`config.mk`:
```
export PLATFORM = sky130hd
export DESIGN_NAME = fuart_flat
export DESIGN_NICKNAME = d
export VERILOG_FILES = /design/src/rtl/fuart_if.sv /design/src/rtl/fuart.sv /design/src/flat_wrapper.sv
export SDC_FILE = /design/constraint.sdc
export NUM_CORES = 1
export LEC_CHECK = 0
export CAP_MARGIN = 10
export CELL_PAD_IN_SITES_DETAIL_PLACEMENT = 0
export CELL_PAD_IN_SITES_GLOBAL_PLACEMENT = 1
export CORE_UTILIZATION = 35
export CTS_BUF_LIST = sky130_fd_sc_hd__clkbuf_8
export DETAILED_ROUTE_END_ITERATION = 8
export PLACE_DENSITY = 0.61
export SYNTH_ARGS = -nofsm -noshare
export SYNTH_HDL_FRONTEND = slang
export SYNTH_SLANG_ARGS = --single-unit
```
`constraint.sdc`:
```
create_clock -name clk -period 12.5 [get_ports clk]
set_input_delay 2.5 -clock clk [delete_from_list [all_inputs] [get_ports clk]]
set_output_delay 2.5 -clock clk [all_outputs]
set_load 0.05 [all_outputs]
```
`src/rtl/fuart_if.sv`:
```
// fuart_if: UART host-side and serial signals shared by fuart and its users
interface fuart_if #(parameter int DATA_BITS = 8);
  logic [15:0] div;
  logic [1:0] parity;
  logic stop2, rx, tx, wr, tx_full, tx_empty, busy;
  logic rd, valid, rx_perr, rx_ferr, overrun, clr_overrun;
  logic [DATA_BITS-1:0] tx_data, rx_data;
  modport master (
    output div, parity, stop2, rx, wr, tx_data, rd, clr_overrun,
    input  tx, tx_full, tx_empty, busy, rx_data, valid, rx_perr, rx_ferr, overrun
  );
  modport slave (
    input  div, parity, stop2, rx, wr, tx_data, rd, clr_overrun,
    output tx, tx_full, tx_empty, busy, rx_data, valid, rx_perr, rx_ferr, overrun
  );
endinterface

```
`src/rtl/fuart.sv`:
```
// fuart: FIFO-buffered UART transmitter and receiver with per-frame latched div/parity/stop settings
module fuart #(
  parameter int DATA_BITS   = 8,
  parameter int FIFO_DEPTH  = 16,
  parameter int SYNC_STAGES = 2
) (
  input logic clk,
  input logic reset,
  fuart_if.slave u
);
  localparam int AW = $clog2(FIFO_DEPTH);
  localparam int DW = DATA_BITS + 2;
  localparam logic [3:0] LAST = 4'(DATA_BITS - 1);
  localparam logic [2:0] S_IDLE = 3'd0, S_START = 3'd1, S_DATA = 3'd2, S_PAR = 3'd3, S_STOP = 3'd4;
  logic [DATA_BITS-1:0] tmem [FIFO_DEPTH];
  logic [AW:0] twp, trp;
  logic [2:0] ts;
  logic [15:0] tcnt, tdiv;
  logic [DATA_BITS-1:0] tsh, thead;
  logic [3:0] tbi;
  logic tpbit, tpen, ts2, tsc, tpush, tend, tload;
  assign u.tx_empty = twp == trp;
  assign u.tx_full = (twp[AW] != trp[AW]) && (twp[AW-1:0] == trp[AW-1:0]);
  assign tpush = u.wr && !u.tx_full;
  assign tend = tcnt == 16'd0;
  assign thead = tmem[trp[AW-1:0]];
  // a new frame starts from IDLE or straight out of the final stop bit period
  assign tload = !u.tx_empty && (ts == S_IDLE || (ts == S_STOP && tend && !tsc));
  assign u.busy = ts != S_IDLE;
  assign u.tx = ts == S_START ? 1'b0 : ts == S_DATA ? tsh[0] : ts == S_PAR ? tpbit : 1'b1;
  always_ff @(posedge clk)
    if (tpush) tmem[twp[AW-1:0]] <= u.tx_data;
  always_ff @(posedge clk or posedge reset)
    if (reset) begin
      twp <= '0;
      trp <= '0;
    end else begin
      twp <= twp + {{AW{1'b0}}, tpush};
      trp <= trp + {{AW{1'b0}}, tload};
    end
  always_ff @(posedge clk or posedge reset)
    if (reset) begin
      ts <= S_IDLE;
      tcnt <= '0;
      tdiv <= '0;
      tsh <= '0;
      tbi <= '0;
      tpbit <= 1'b0;
      tpen <= 1'b0;
      ts2 <= 1'b0;
      tsc <= 1'b0;
    end else if (tload) begin
      ts <= S_START;
      tcnt <= u.div - 16'd1;
      tdiv <= u.div;
      tsh <= thead;
      tpbit <= ^thead ^ (u.parity == 2'b10);
      tpen <= u.parity == 2'b01 || u.parity == 2'b10;
      ts2 <= u.stop2;
    end else if (ts != S_IDLE) begin
      if (!tend) tcnt <= tcnt - 16'd1;
      else begin
        tcnt <= tdiv - 16'd1;
        case (ts)
          S_START: begin
            ts <= S_DATA;
            tbi <= '0;
          end
          S_DATA: begin
            tsh <= tsh >> 1;
            tbi <= tbi + 4'd1;
            tsc <= ts2;
            if (tbi == LAST) ts <= tpen ? S_PAR : S_STOP;
          end
          S_PAR: ts <= S_STOP;
          S_STOP: begin
            tsc <= 1'b0;
            if (!tsc) ts <= S_IDLE;
          end
          default: ts <= S_IDLE;
        endcase
      end
    end
  logic [SYNC_STAGES-1:0] sync;
  logic rs, rs_d;
  assign rs = sync[SYNC_STAGES-1];
  always_ff @(posedge clk or posedge reset)
    if (reset) begin
      sync <= '1;
      rs_d <= 1'b1;
    end else begin
      sync <= {sync[SYNC_STAGES-2:0], u.rx};
      rs_d <= rs;
    end
  logic [DW-1:0] rmem [FIFO_DEPTH];
  logic [AW:0] rwp, rrp;
  logic [2:0] rst;
  logic [15:0] rcnt, rdiv;
  logic [DATA_BITS-1:0] rsh;
  logic [3:0] rbi;
  logic rpen, rodd, rperr, rdone, rempty, rfull, rpush, rpop, ovr;
  assign rempty = rwp == rrp;
  assign rfull = (rwp[AW] != rrp[AW]) && (rwp[AW-1:0] == rrp[AW-1:0]);
  assign rdone = rst == S_STOP && rcnt == 16'd0;
  assign rpush = rdone && !rfull;
  assign rpop = u.rd && !rempty;
  assign u.valid = !rempty;
  assign {u.rx_perr, u.rx_ferr, u.rx_data} = rmem[rrp[AW-1:0]];
  assign u.overrun = ovr;
  always_ff @(posedge clk)
    if (rpush) rmem[rwp[AW-1:0]] <= {rperr, !rs, rsh};
  always_ff @(posedge clk or posedge reset)
    if (reset) begin
      rwp <= '0;
      rrp <= '0;
      ovr <= 1'b0;
    end else begin
      rwp <= rwp + {{AW{1'b0}}, rpush};
      rrp <= rrp + {{AW{1'b0}}, rpop};
      ovr <= (rdone && rfull) || (ovr && !u.clr_overrun);
    end
  always_ff @(posedge clk or posedge reset)
    if (reset) begin
      rst <= S_IDLE;
      rcnt <= '0;
      rdiv <= '0;
      rsh <= '0;
      rbi <= '0;
      rpen <= 1'b0;
      rodd <= 1'b0;
      rperr <= 1'b0;
    end else if (rst == S_IDLE) begin
      if (rs_d && !rs) begin
        rst <= S_START;
        rcnt <= u.div >> 1;
        rdiv <= u.div;
        rpen <= u.parity == 2'b01 || u.parity == 2'b10;
        rodd <= u.parity == 2'b10;
        rperr <= 1'b0;
      end
    end else if (rcnt != 16'd0) rcnt <= rcnt - 16'd1;
    else begin
      rcnt <= rdiv - 16'd1;
      case (rst)
        S_START: begin
          rst <= rs ? S_IDLE : S_DATA;
          rbi <= '0;
        end
        S_DATA: begin
          rsh <= {rs, rsh[DATA_BITS-1:1]};
          rbi <= rbi + 4'd1;
          if (rbi == LAST) rst <= rpen ? S_PAR : S_STOP;
        end
        S_PAR: begin
          rperr <= ^rsh ^ rs ^ rodd;
          rst <= S_STOP;
        end
        default: rst <= S_IDLE;
      endcase
    end
endmodule

```
`src/flat_wrapper.sv`:
```
// flat-port wrapper written by rule: the top's interface ports become plain ports
module fuart_flat 
#(
  parameter int DATA_BITS   = 8,
  parameter int FIFO_DEPTH  = 16,
  parameter int SYNC_STAGES = 2
)
  (clk, reset, u_div, u_parity, u_stop2, u_rx, u_wr, u_tx_data, u_rd, u_clr_overrun, u_tx, u_tx_full, u_tx_empty, u_busy, u_rx_data, u_valid, u_rx_perr, u_rx_ferr, u_overrun);
  fuart_if #(.DATA_BITS(DATA_BITS)) u_i ();
  input logic clk;
  input logic reset;
  input wire logic [$bits(u_i.div)-1:0] u_div;
  input wire logic [$bits(u_i.parity)-1:0] u_parity;
  input wire logic [$bits(u_i.stop2)-1:0] u_stop2;
  input wire logic [$bits(u_i.rx)-1:0] u_rx;
  input wire logic [$bits(u_i.wr)-1:0] u_wr;
  input wire logic [$bits(u_i.tx_data)-1:0] u_tx_data;
  input wire logic [$bits(u_i.rd)-1:0] u_rd;
  input wire logic [$bits(u_i.clr_overrun)-1:0] u_clr_overrun;
  output wire logic [$bits(u_i.tx)-1:0] u_tx;
  output wire logic [$bits(u_i.tx_full)-1:0] u_tx_full;
  output wire logic [$bits(u_i.tx_empty)-1:0] u_tx_empty;
  output wire logic [$bits(u_i.busy)-1:0] u_busy;
  output wire logic [$bits(u_i.rx_data)-1:0] u_rx_data;
  output wire logic [$bits(u_i.valid)-1:0] u_valid;
  output wire logic [$bits(u_i.rx_perr)-1:0] u_rx_perr;
  output wire logic [$bits(u_i.rx_ferr)-1:0] u_rx_ferr;
  output wire logic [$bits(u_i.overrun)-1:0] u_overrun;
  assign u_i.div = u_div;
  assign u_i.parity = u_parity;
  assign u_i.stop2 = u_stop2;
  assign u_i.rx = u_rx;
  assign u_i.wr = u_wr;
  assign u_i.tx_data = u_tx_data;
  assign u_i.rd = u_rd;
  assign u_i.clr_overrun = u_clr_overrun;
  assign u_tx = u_i.tx;
  assign u_tx_full = u_i.tx_full;
  assign u_tx_empty = u_i.tx_empty;
  assign u_busy = u_i.busy;
  assign u_rx_data = u_i.rx_data;
  assign u_valid = u_i.valid;
  assign u_rx_perr = u_i.rx_perr;
  assign u_rx_ferr = u_i.rx_ferr;
  assign u_overrun = u_i.overrun;
  fuart #(.DATA_BITS(DATA_BITS), .FIFO_DEPTH(FIFO_DEPTH), .SYNC_STAGES(SYNC_STAGES)) u_core (.clk(clk), .reset(reset), .u(u_i));
endmodule
```
==> out/results.txt <==
WL final -> 41.9 mm
Number of synthesized flops with an enable pin -> 288
Hold Vio Cnt, Final -> 0
Mapped Nets -> 1263
Unique cell type count in the Yosys netlist -> 76
Run status -> finished, final reports clean
CP required -> 10.00 ns
GP Congestion -> 0.784
Critical path fanouts, max -> 34
Worst-path clk slew -> 0.06 ns
Setup Viol. Count Final -> 0
Post-route antenna net violation count -> 0
Final period util -> 0.479
Worst clock skew -> 0.0341 ns
First-pass GRT wire length -> 67.2 mm
RSZ-0062 raised after global routing -> no
Leak -> 7.09 nW
Count leader, synth -> edfxtp_1
Initial DRC count -> 645
Layout Cell Area excl Fill -> 0.0207 sq mm
Setup crit start kind -> flip-flop
Layout cells sized above 1 -> 0.201
Final #Nets -> 1346
Initial antenna violation count -> 2
DRC -> 0
Worst-Skew Late Latency -> 0.65 ns
Largest area contributor in the netlist -> edfxtp_1
Clock Sinks -> 413
Synth top area share -> 0.481
DP Area -> 0.0193 sq mm
Crit end category -> output port
Register area share after synthesis -> 0.655
Initial DRT Pass Iterations -> 6
Vias post-DR -> 10574
Filler cells -> 4654
Max Cap Viol -> 0
CTS buffer count -> 74
Syn_area_per_cell -> 14.8 sq um
Clock buffer depth -> 3
All-Layer GR Usage -> 0.167
Port buffer count -> 48
# IOs -> 49
Worst vdd ir -> 0.0000897 V
Die ar. -> 0.0523 sq mm
Final min period -> 5.99 ns
Vias in the first global route -> 11268
Async SR Flop Fraction -> 0.303
HP Class -> reg -> reg
Pwr dens -> 195 mW/mm^2
Yosys warnings -> 0
Die width -> 229 microns
CTS Hold Buffers Added -> 0
Congestion Overflow GR -> 0
Htree depth -> 3
Max Fclk -> 167 MHz
CTS tree -> built
Row cnt -> 82
CP Class -> reg -> out
Cell area after synthesis -> 0.0180 sq mm
Max Transition Viols Final -> 0
HPWL Detailed -> 26.1 mm
Post-Syn Instances -> 1217
Via density -> 5.20
Area grow syn2layout -> 15.2%
Arr. time, crit path -> 3.49 ns
Post-CTS setup buffer count -> 0
Synth Register Bits -> 413
Slew HR -> 0.266
Synth area leaders -> edfxtp_1 (48%), dfrtp_1 (17%), mux4_2 (11%)
Initial Util -> 0.357
Core Box Area -> 0.0505 sq mm
Worst Tran Pin Value -> 1.10 ns
Clock tree root buffer cell -> clkbuf_8
Post-synth top flop -> edfxtp_1
Largest net degree at the start of global routing -> 70
Post-synth top cells -> edfxtp_1 (288), nand2_1 (125), dfrtp_1 (122)
WL/cell -> 20.6 microns
Die H -> 229 microns
PostCTS Resize Cnt -> 0
Final setup TNS -> 0 ns
[metal layers]
metal,vias to the layer above,global-route usage,wire (microns)
li1,4887,-,-
met1,5424,0.212,18400
met2,185,0.283,21100
met3,78,0.0339,1470
met4,0,0.0568,961
met5,-,0,0
[logic make-up (layout without fill, tap and decap cells)]
| logic type | after synthesis | in the layout | share of synthesized area |
|---|---|---|---|
| adder cells (fa/ha/maj) | 13 | 13 | 0.00904 |
| flip-flops | 413 | 413 | 0.655 |
| AND/OR/NAND/NOR | 324 | 324 | 0.0854 |
| buffers and inverters | 82 | 225 | 0.0183 |
| XOR/XNOR | 53 | 53 | 0.0258 |
| multiplexers | 124 | 124 | 0.131 |
| other | 0 | 2 | 0 |
| AO/OA/AOI/OAI | 208 | 208 | 0.0761 |
[state kept, by name (all words and copies together) (netlist names), 8 cells and up]
register,flops
u_core.rcnt,16
u_core.rdiv,16
u_core.rmem,160
u_core.rsh,8
u_core.tcnt,16
u_core.tdiv,16
u_core.tmem,128
u_core.tsh,8
[worst max-delay path, cell delays in order, from the launching register on]
cell and delay (ns):
dfrtp_2 0.34, buf_4 0.56, xor2_1 0.16, nor4_2 0.71, and2_1 0.25, clkdlybuf4s50_1 0.81
[per-stage QoR]
| step | power [mW] | hold WS (ns) | instances | setup WS (ns) | util |
|---|---|---|---|---|---|
| 2_1_floorplan | 2.55 | 0.345 | 1217 | 6.68 | - |
| 3_3_place_gp | 2.81 | 0.383 | 1896 | 7.15 | 0.382 |
| 3_5_place_dp | 2.82 | 0.381 | 1896 | 7.12 | 0.382 |
| 4_1_cts | 4.10 | 0.390 | 2032 | 6.38 | 0.411 |
| 5_1_grt | 4.29 | 0.390 | 2034 | 6.29 | 0.411 |
| 6_report | 4.04 | 0.392 | 2034 | 6.51 | 0.411 |
[final timing paths]
check	from	end	slack (ns)	cells past startpoint
max	u_core.trp[0]	u_tx_empty	6.51	5
min	u_core.sync[0]	u_core.sync[1]	0.39	0
max reg2reg	u_core.trp[0]	u_core.tcnt[10]	7.45	13
min reg2reg	u_core.sync[0]	u_core.sync[1]	0.39	0
max in group asynchronous	reset	u_core.trp[0]	8.86	3
min in group asynchronous	reset	u_core.rdiv[7]	2.35	2
[layout make-up]
class,instances,area [sq um],share of cell area
clock inverter,55,353,0.0170
timing repair buffer,72,661,0.0319
sequential,413,11800,0.568
clock buffer,81,1110,0.0538
multi-input combinational,722,5910,0.285
antenna,2,5.00,0.000241
tap,672,841,0.0405
inverter,17,68.8,0.00332
[report_power, final]
group,internal (mW),total (mW),leakage [nW],switching [mW]
combinational,0.432,0.951,2.33,0.519
sequential,1.65,1.83,3.94,0.188
clock,0.684,1.25,0.822,0.567
total,2.76,4.04,7.09,1.27
[placed cells by master, fill, tap and decap left out, types with 8 or more instances in the layout]
| master | synthesis | final |
|---|---|---|
| a21oi_1 | 53 | 53 |
| a221oi_1 | 8 | 8 |
| a31oi_1 | 14 | 14 |
| buf_4 | 2 | 24 |
| clkbuf_8 | 0 | 81 |
| clkdlybuf4s50_1 | 0 | 48 |
| clkinv_1 | 1 | 18 |
| clkinv_2 | 0 | 14 |
| dfrtp_1 | 122 | 119 |
| edfxtp_1 | 288 | 288 |
| ha_1 | 13 | 13 |
| inv_1 | 15 | 30 |
| mux2_2 | 30 | 30 |
| mux2i_1 | 8 | 8 |
| mux4_2 | 86 | 86 |
| nand2_1 | 125 | 125 |
| nand2b_1 | 10 | 10 |
| nand3_1 | 19 | 19 |
| nor2_1 | 79 | 77 |
| nor3_1 | 20 | 16 |
| nor4_1 | 10 | 10 |
| o21ai_0 | 47 | 47 |
| o21ai_1 | 12 | 12 |
| or3_1 | 9 | 9 |
| xnor2_1 | 31 | 31 |
| xor2_1 | 22 | 22 |
Power figures use the tool's default switching activity.
